--- src/rtl/flash_arb_pkg.sv ---
// Shared types and constants for the flash read arbiter: FSM states, requester id,
// word geometry and the default per-byte wait-state count.
package flash_arb_pkg;

  typedef enum logic [1:0] {
    IDLE   = 2'd0,
    ACCESS = 2'd1,
    GAP    = 2'd2,
    RESP   = 2'd3
  } state_t;

  localparam int BYTES_PER_WORD    = 4;
  localparam int DEFAULT_READ_WAIT = 5;

  typedef logic req_id_t;

  function automatic logic [1:0] id_onehot(input req_id_t id);
    return id ? 2'b10 : 2'b01;
  endfunction

endpackage

--- src/rtl/flash_read_arbiter_if.sv ---
// Requester-side handshake bundle: two read request channels and the shared
// response path. master = requester pair, slave = arbiter.
interface flash_read_arbiter_if #(
  parameter int ADDR_W = 23
);

  logic [1:0]        rq_valid;
  logic [ADDR_W-3:0] rq_addr0;
  logic [ADDR_W-3:0] rq_addr1;
  logic [1:0]        rq_ready;
  logic [1:0]        rsp_valid;
  logic [31:0]       rsp_data;

  modport master (
    output rq_valid, rq_addr0, rq_addr1,
    input  rq_ready, rsp_valid, rsp_data
  );

  modport slave (
    input  rq_valid, rq_addr0, rq_addr1,
    output rq_ready, rsp_valid, rsp_data
  );

endinterface

--- src/rtl/flash_rr_arb.sv ---
// Two-input grant logic with the last_grant register (round-robin by default).
// Define FLASH_ARB_FIXED_PRIO_EN to make req0 always win when both are valid.
module flash_rr_arb
  import flash_arb_pkg::*;
(
  input  logic      clk,
  input  logic      rst_n,
  input  logic [1:0] req_valid,
  input  logic      accept,
  output logic      grant_valid,
  output req_id_t   grant_id
);

  assign grant_valid = |req_valid;

`ifdef FLASH_ARB_FIXED_PRIO_EN
  logic unused_ok;
  assign unused_ok = &{1'b0, clk, rst_n, accept};

  always_comb begin
    grant_id = req_valid[0] ? 1'b0 : 1'b1;
  end
`else
  // Starts at 1 so req0 wins the first contended grant.
  req_id_t last_grant_reg;

  always_comb begin
    grant_id = 1'b0;
    case (req_valid)
      2'b01:   grant_id = 1'b0;
      2'b10:   grant_id = 1'b1;
      2'b11:   grant_id = ~last_grant_reg;
      default: grant_id = 1'b0;
    endcase
  end

  always_ff @(posedge clk or negedge rst_n) begin
    if (!rst_n) begin
      last_grant_reg <= 1'b1;
    end else if (accept) begin
      last_grant_reg <= grant_id;
    end
  end
`endif

endmodule

--- src/rtl/flash_read_arbiter.sv ---
// Shares an 8-bit NOR flash between two readers; each accepted request becomes four
// timed byte reads packed little-endian into one word. Build option: FLASH_ARB_FIXED_PRIO_EN.
module flash_read_arbiter
  import flash_arb_pkg::*;
#(
  parameter int ADDR_W    = 23,
  parameter int READ_WAIT = DEFAULT_READ_WAIT
) (
  input  logic                 clk_clk,
  input  logic                 reset_reset_n,
  flash_read_arbiter_if.slave  rq_if,
  output logic                 busy,
  output logic [ADDR_W-1:0]    fl_addr,
  input  logic [7:0]           fl_dq,
  output logic                 fl_ce_n,
  output logic                 fl_oe_n,
  output logic                 fl_we_n
);

  localparam int BIDX_W = $clog2(BYTES_PER_WORD);
  localparam int CNT_W  = (READ_WAIT > 1) ? $clog2(READ_WAIT) : 1;
  localparam logic [CNT_W-1:0]  CNT_RELOAD = CNT_W'(READ_WAIT - 1);
  localparam logic [BIDX_W-1:0] LAST_BYTE  = BIDX_W'(BYTES_PER_WORD - 1);

  state_t                            state_reg;
  logic [ADDR_W-3:0]                 word_addr_reg;
  req_id_t                           grant_reg;
  logic [BIDX_W-1:0]                 byte_idx_reg;
  logic [CNT_W-1:0]                  wait_cnt_reg;
  logic [BYTES_PER_WORD-2:0][7:0]    lane_reg;

  logic        grant_valid;
  req_id_t     grant_id;
  logic        accept;
  logic [1:0]  grant_onehot;
  logic [ADDR_W-3:0] sel_addr;

  flash_rr_arb u_arb (
    .clk         (clk_clk),
    .rst_n       (reset_reset_n),
    .req_valid   (rq_if.rq_valid),
    .accept      (accept),
    .grant_valid (grant_valid),
    .grant_id    (grant_id)
  );

  for (genvar gi = 0; gi < 2; gi++) begin : g_ready
    assign grant_onehot[gi] = grant_valid && (grant_id == req_id_t'(gi));
  end

  assign accept         = (state_reg == IDLE) && grant_valid;
  assign rq_if.rq_ready = (reset_reset_n && state_reg == IDLE) ? grant_onehot : 2'b00;
  assign sel_addr       = grant_id ? rq_if.rq_addr1 : rq_if.rq_addr0;
  assign fl_we_n        = 1'b1;

  // Pin controls are updated on the same edge as the state so they leave flops directly.
  always_ff @(posedge clk_clk or negedge reset_reset_n) begin
    if (!reset_reset_n) begin
      state_reg       <= IDLE;
      word_addr_reg   <= '0;
      grant_reg       <= 1'b0;
      byte_idx_reg    <= '0;
      wait_cnt_reg    <= '0;
      lane_reg        <= '0;
      fl_addr         <= '0;
      fl_ce_n         <= 1'b1;
      fl_oe_n         <= 1'b1;
      busy            <= 1'b0;
      rq_if.rsp_valid <= 2'b00;
      rq_if.rsp_data  <= '0;
    end else begin
      case (state_reg)
        IDLE: begin
          if (accept) begin
            word_addr_reg <= sel_addr;
            grant_reg     <= grant_id;
            byte_idx_reg  <= '0;
            wait_cnt_reg  <= CNT_RELOAD;
            fl_addr       <= {sel_addr, BIDX_W'(0)};
            fl_ce_n       <= 1'b0;
            fl_oe_n       <= 1'b0;
            busy          <= 1'b1;
            state_reg     <= ACCESS;
          end
        end
        ACCESS: begin
          if (wait_cnt_reg == '0) begin
            for (int i = 0; i < BYTES_PER_WORD - 1; i++) begin
              if (byte_idx_reg == BIDX_W'(i)) begin
                lane_reg[i] <= fl_dq;
              end
            end
            fl_ce_n <= 1'b1;
            fl_oe_n <= 1'b1;
            if (byte_idx_reg == LAST_BYTE) begin
              // Final byte goes straight to the output so rsp_data only moves at RESP.
              rq_if.rsp_data  <= {fl_dq, lane_reg};
              rq_if.rsp_valid <= id_onehot(grant_reg);
              state_reg       <= RESP;
            end else begin
              state_reg <= GAP;
            end
          end else begin
            wait_cnt_reg <= wait_cnt_reg - 1'b1;
          end
        end
        GAP: begin
          byte_idx_reg <= byte_idx_reg + 1'b1;
          wait_cnt_reg <= CNT_RELOAD;
          fl_addr      <= {word_addr_reg, byte_idx_reg + 1'b1};
          fl_ce_n      <= 1'b0;
          fl_oe_n      <= 1'b0;
          state_reg    <= ACCESS;
        end
        RESP: begin
          rq_if.rsp_valid <= 2'b00;
          busy            <= 1'b0;
          state_reg       <= IDLE;
        end
        default: begin
          state_reg <= IDLE;
        end
      endcase
    end
  end

endmodule

--- src/flat_wrapper.sv ---
// flat-port wrapper written by rule: the top's interface ports become plain ports
module flash_read_arbiter_flat import flash_arb_pkg::*;
#(
  parameter int ADDR_W    = 23,
  parameter int READ_WAIT = DEFAULT_READ_WAIT
)
  (clk_clk, reset_reset_n, busy, fl_addr, fl_dq, fl_ce_n, fl_oe_n, fl_we_n, rq_if_rq_valid, rq_if_rq_addr0, rq_if_rq_addr1, rq_if_rq_ready, rq_if_rsp_valid, rq_if_rsp_data);
  flash_read_arbiter_if #(.ADDR_W(ADDR_W)) rq_if_i ();
  input  logic clk_clk;
  input  logic reset_reset_n;
  output logic busy;
  output logic [ADDR_W-1:0] fl_addr;
  input  logic [7:0] fl_dq;
  output logic fl_ce_n;
  output logic fl_oe_n;
  output logic fl_we_n;
  input wire logic [$bits(rq_if_i.rq_valid)-1:0] rq_if_rq_valid;
  input wire logic [$bits(rq_if_i.rq_addr0)-1:0] rq_if_rq_addr0;
  input wire logic [$bits(rq_if_i.rq_addr1)-1:0] rq_if_rq_addr1;
  output wire logic [$bits(rq_if_i.rq_ready)-1:0] rq_if_rq_ready;
  output wire logic [$bits(rq_if_i.rsp_valid)-1:0] rq_if_rsp_valid;
  output wire logic [$bits(rq_if_i.rsp_data)-1:0] rq_if_rsp_data;
  assign rq_if_i.rq_valid = rq_if_rq_valid;
  assign rq_if_i.rq_addr0 = rq_if_rq_addr0;
  assign rq_if_i.rq_addr1 = rq_if_rq_addr1;
  assign rq_if_rq_ready = rq_if_i.rq_ready;
  assign rq_if_rsp_valid = rq_if_i.rsp_valid;
  assign rq_if_rsp_data = rq_if_i.rsp_data;
  flash_read_arbiter #(.ADDR_W(ADDR_W), .READ_WAIT(READ_WAIT)) u_core (.clk_clk(clk_clk), .reset_reset_n(reset_reset_n), .rq_if(rq_if_i), .busy(busy), .fl_addr(fl_addr), .fl_dq(fl_dq), .fl_ce_n(fl_ce_n), .fl_oe_n(fl_oe_n), .fl_we_n(fl_we_n));
endmodule
--- config.mk ---
export PLATFORM = sky130hd
export DESIGN_NAME = flash_read_arbiter_flat
export DESIGN_NICKNAME = d
export VERILOG_FILES = /design/src/rtl/flash_arb_pkg.sv /design/src/rtl/flash_read_arbiter_if.sv /design/src/rtl/flash_rr_arb.sv /design/src/rtl/flash_read_arbiter.sv /design/src/flat_wrapper.sv
export SDC_FILE = /design/constraint.sdc
export NUM_CORES = 1
export LEC_CHECK = 0
export ABC_CLOCK_PERIOD_IN_PS = 3800
export BUFFER_PORTS_ARGS = -buffer_cell sky130_fd_sc_hd__buf_2
export CAP_MARGIN = 0
export CORE_AREA = 2 2 95 97
export CTS_CLUSTER_DIAMETER = 30
export CTS_CLUSTER_SIZE = 14
export DETAILED_ROUTE_END_ITERATION = 10
export DIE_AREA = 0 0 97 99
export PLACE_DENSITY = 0.84
export REMOVE_ABC_BUFFERS = 1
export SYNTH_ARGS = -nofsm -noshare
export SYNTH_HDL_FRONTEND = slang
export SYNTH_HIERARCHICAL = 1
export SYNTH_SLANG_ARGS = --single-unit
export TNS_END_PERCENT = 30
--- constraint.sdc ---
create_clock -name clk_clk -period 3.8 [get_ports clk_clk]
set_clock_uncertainty 0.05 [all_clocks]
set_input_delay 0.19 -clock clk_clk [delete_from_list [all_inputs] [get_ports clk_clk]]
set_output_delay 0.19 -clock clk_clk [all_outputs]
set_load 0.1 [all_outputs]
-- Word-level counts from Yosys, hierarchy flattened
Cells that the tools add are included.
- register bits: 113
- input bits: 54
- output and inout bits: 63
- logic and storage cells: 76
- add/sub/neg operators: 2
- equality and inequality tests: 12
- mux-type cells: 23
- bitwise logic cells: 2
- reductions and logical operators: 23
- operators with widths (operator ; number):
    case mux 23 bit (2 select lines) ; 1
    2-to-1 mux 23 bit ; 1
    2-to-1 mux 21 bit ; 1
    AND reduction 3 bit ; 7
    2-to-1 mux 2 bit ; 7
    == test 2 bit (second input constant) ; 6
    case mux 3 bit (3 select lines) ; 1
    case mux 2 bit (2 select lines) ; 2
    case mux 2 bit (4 select lines) ; 1
    AND reduction 2 bit ; 4
    2-to-1 mux 3 bit ; 2
    != test 2 x 1 -> 1 bit (second input constant) ; 3
    nonzero test 2 bit ; 3
    == test 2 x 1 -> 1 bit (second input constant) ; 2
    logical AND 1 bit ; 4
    zero test 2 bit ; 2
    2-to-1 mux 1 bit ; 4
    case mux 1 bit (2 select lines) ; 2
    zero test 3 bit ; 1
    case mux 1 bit (3 select lines) ; 1
    nonzero test 3 bit ; 1
    subtractor 3 x 1 -> 3 bit (second input constant) ; 1
    adder 2 x 1 -> 2 bit (second input constant) ; 1
    != test 2 bit (second input constant) ; 1
    2 further kinds ; 3

-- Longest topological paths before layout
- depth in word-level cells: 5
- gate-level depth with buffers: 7
- gate-level depth less buffers: 5

-- Cells and area by module
Netlist, hierarchy kept.
- by module, submodules not included (module ; instances ; cells each ; area each (sq um) ; seq. area each (sq um)):
    flash_read_arbiter ; 1 ; 329 ; 4585.6 ; 2753.9
    flash_rr_arb ; 1 ; 4 ; 58.8 ; 26.3

-- Worst setup path after synthesis
Ideal clock, no wire load.
- kind: reg2out
- from: reg u_core.u_arb.last_grant_reg
- to: out rq_if_rq_ready[0]
- arrival time: 2300 ps
- required time: 3560 ps
- setup slack: 1260 ps
- stages on the path, launching flop included: 5
- path buffers: 2
- path through: dfstp_2 -> a21boi_2 -> buf_2 -> buf_1 -> nor2_1
- word-level cells in the longest chain between the ends: 5
- RTL lines (element ; RTL line ; text):
    start, declared ; flash_rr_arb.sv:25 ; req_id_t last_grant_reg;
    start signal, assigned ; flash_rr_arb.sv:41 ; last_grant_reg <= grant_id;
    NOT 1 bit ; flash_rr_arb.sv:32 ; 2'b11: grant_id = ~last_grant_reg;
    case mux 1 bit (2 select lines) ; flash_rr_arb.sv:29 ; case (req_valid)
    via u_core.grant_id ; flash_read_arbiter.sv:33 ; req_id_t grant_id;
    NOT 1 bit ; flash_read_arbiter.sv:48 ; assign grant_onehot[gi] = grant_valid && (grant_id == req_id_t'(gi));
    logical AND 1 bit ; flash_read_arbiter.sv:48 ;
    2-to-1 mux 2 bit ; flash_read_arbiter.sv:52 ; assign rq_if.rq_ready = (reset_reset_n && state_reg == IDLE) ? grant_onehot : 2'b00;
    end, declared ; flat_wrapper.sv:20 ; output wire logic [$bits(rq_if_i.rq_ready)-1:0] rq_if_rq_ready;
The timed path passes the listed nets, and every way through them passes these cells.

-- Final worst setup path
- from: reg u_core.state_reg[1]
- to: out rq_if_rq_ready[0]
- word-level cells in the longest chain between the ends: 3
- RTL lines (element ; RTL line ; text):
    start, declared ; flash_read_arbiter.sv:25 ; state_t state_reg;
    start signal, assigned ; flash_read_arbiter.sv:59 ; state_reg <= IDLE;
    start signal, assigned ; flash_read_arbiter.sv:83 ; state_reg <= ACCESS;
    start signal, assigned ; flash_read_arbiter.sv:99 ; state_reg <= RESP;
    zero test 2 bit ; flash_read_arbiter.sv:52 ;
    logical AND 1 bit ; flash_read_arbiter.sv:52 ;
    2-to-1 mux 2 bit ; flash_read_arbiter.sv:52 ;
Every way passes these cells.

==> out/qor.yml <==
drv_slew: 0
rows: 34
antenna_found_initial: 0
ys_ff_latch: 111
async_flop_share: 1.00
status: "completed"
min_from: "fl_dq[3]"
max_freq_mhz: 395
period_needed_ns: 2.53
slowest_delay_ns: 0.53
met3_length_um: 544
grt_max_degree: 82
p_leak_nw: 2.71
antenna_left: 0
crit_path_max_fanout: 43
wire_per_inst_um: 15.6
drtPass1Iterations: 7
fp.coreArea_mm2: 0.00855
largest_reg_flops: 32
dieWidth_um: 97
htreeDepth: 3
cts_resized: 0
grt_first_pass_wirelength_um: 14500
clk_latency_ns: 0.35
dp_hpwl_um: 6000
irDropWorstVdd_v: 0.000666
wl_met2_um: 4000
netlist_instances: 333
rsz0062_at_grt: "no"
synth_edf_count: 0
fin_crit_sh: 0.666
nets: 502
grt_usage: 0.187
dp_slack_ns: 1.54
fin_cells: 555
setup_slack_ns: 1.27
worstMarginPinSlew_ns: 0.991
num_antenna_cells: 0
cts_buffer_depth: 2
overflow: 0
clockRootBuffer: "clkbuf_8"
cp.arrival_ns: 2.29
r2r_slack_ns: 1.54
start_util: 0.543
top_layer: "met4"
seq_area_frac_synth: 0.599
area_growth_syn_to_layout_pct: 17.7
initialDrtViolationCount: 108
drc: 0
cts.sinks: 111
fin_setup_tns_ns: 0
startpoint_type: "flip-flop"
hold_viol: 0
vias: 3077
wirelength_um: 8650
cts_buffers: 9
r2r_cells: 5
syn_area_mm2: 0.00464
cp_num_buf_inv: 3
syn_area_per_cell_um2: 13.9
slew_headroom: 0.339
cp_slowest_cell: "dfrtp_1"
rr_startpoint: "u_core/wait_cnt_reg[0]$_DFFE_PN0P_"
path_cells: "or3b_1, buf_4, clkinv_8, nand2_1, nor2_1, buf_2"
dp_cells: 538
min_path_cells: 2
path_clk_slew_ns: 0.10
ys_warn_count: 6
fp.dieH_um: 99
synth.distinct_cells: 42
cap_violations: 0
hold_path_end: "u_core/rq_if.rsp_data[27]$_DFFE_PN0P_"
grt_pass1_vias: 3017
port_buffers: 115
viasPerCell: 5.54
crit_path_end_kind: "output port"
dieArea_mm2: 0.00960
r2r-end: "u_core/rq_if.rsp_data[21]$_DFFE_PN0P_"
place_congestion: 0.797
required_ns: 3.56
cellPowerDensity_mw_per_mm2: 919
ios: 117
worstHoldPathType: "in -> reg"
setup_viol: 0
wl_met1_um: 4050
cts_tree: "yes"
drive_above_1_share: 0.443
worstSetupPathType: "reg -> out"
dominantRegCellSynth: "dfrtp_1"
cpLargestDelayFamily: "buffers and inverters"
## worst max path at each step
stage	from	end	slack [ns]	cells past startpoint
finish	u_core/state_reg[1]$_DFFE_PN0P_	rq_if_rq_ready[0]	1.27	6
global route	u_core/state_reg[0]$_DFFE_PN0P_	rq_if_rq_ready[0]	1.14	6
CTS	u_core/state_reg[0]$_DFFE_PN0P_	rq_if_rq_ready[0]	1.25	6
detailed placement	u_core/wait_cnt_reg[0]$_DFFE_PN0P_	u_core/rq_if.rsp_data[21]$_DFFE_PN0P_	1.54	5
global placement	u_core/wait_cnt_reg[0]$_DFFE_PN0P_	u_core/rq_if.rsp_data[21]$_DFFE_PN0P_	1.64	5
floorplan	u_core/state_reg[1]$_DFFE_PN0P_	rq_if_rq_ready[0]	0.75	4
## cell type report
cell class / count / area (um^2)
Inverter: 8 / 42.5
Timing Repair Buffer: 119 / 611
Tap cell: 108 / 135
Fill cell: 654 / 3090
Sequential cell: 111 / 2780
Clock buffer: 10 / 128
Clock inverter: 6 / 70.1
Multi-Input combinational cell: 193 / 1700
## per-stage QoR
stage	area (um^2)	total power [W]	hold slack (ns)	utilization
after floorplan	4510	0.00387	-0.156	-
after global placement	5260	0.00429	0.103	0.615
after detailed placement	5260	0.00436	0.108	0.615
after CTS	5470	0.00505	0.0269	0.639
after global routing	5470	0.00529	0.0226	0.639
final	5470	0.00502	0.0461	0.639
## where the power goes
| group | internal [W] | leakage (nW) | switching, W |
|---|---|---|---|
| Combinational | 0.000629 | 1.30 | 0.00181 |
| Sequential | 0.00162 | 1.32 | 0.000275 |
| Clock | 0.000309 | 0.0891 | 0.000383 |
## Yosys cell counts, types with 3 or more instances
master | n | share of area
buf_6 | 3 | 0.0073
nand2_2 | 4 | 0.0054
a21o_1 | 21 | 0.034
nand2_1 | 4 | 0.0032
buf_4 | 7 | 0.011
nor2_1 | 24 | 0.019
mux2_1 | 4 | 0.0097
inv_1 | 7 | 0.0057
o2bb2ai_1 | 3 | 0.0057
clkbuf_1 | 6 | 0.0048
dfrtp_1 | 109 | 0.59
o21ai_0 | 3 | 0.0032
buf_2 | 4 | 0.0043
mux2i_1 | 21 | 0.045
mux2_2 | 53 | 0.13
a221o_1 | 21 | 0.045
ha_1 | 6 | 0.016
## per-layer routing
metal  vias to the layer above  GRT usage
met3                         4     0.0482
li1                       1417          -
met2                       124      0.295
met1                      1532      0.262
met4                         0     0.0477
met5                         -          0
## what timing repair did
action	4_1_cts	5_1_grt
endpoints found under the hold margin	30	0
hold buffers	1	0
buffers inserted	0	0
## cell families after synthesis
family          count (synthesis)  share of synthesized area
compound gates                 61                      0.109
fa+ha+maj                       6                     0.0162
buf+inv                        29                     0.0377
flops                         111                      0.599
mux                            79                      0.187
other cells                     1                   0.000807
simple gates                   46                     0.0515
## worst reg2reg max path: cells and delay by family, from the launching register on
kind / cells / cell delay, ns
and+or+nand+nor: 2 / 0.80
DFF: 1 / 0.40
adders and majority gates: 1 / 0.25
muxes: 1 / 0.52
buffers and inverters: 1 / 0.13
## layout by cell type (no fill, tap or decap), types with 2 or more instances in the layout
cell        Yosys  routed
clkinvlp_4      0       3
mux2_2         53      53
o31ai_1         2       2
a21oi_1         2       2
a22oi_1         2       2
dfrtp_1       109     109
buf_2           4     114
o22ai_1         2       2
ha_1            6       6
o2bb2ai_1       3       3
clkbuf_8        0       9
mux2_1          4       4
o21ai_0         3       3
dfstp_2         2       2
inv_1           7       7
a31oi_1         2       2
buf_4           7       4
a21o_1         21      21
nand2_1         4       4
nor2_1         24      24
nor3b_1         2       2
nand2_2         4       4
mux2i_1        21      21
a221o_1        21      21
Power figures use the tool's default switching activity.
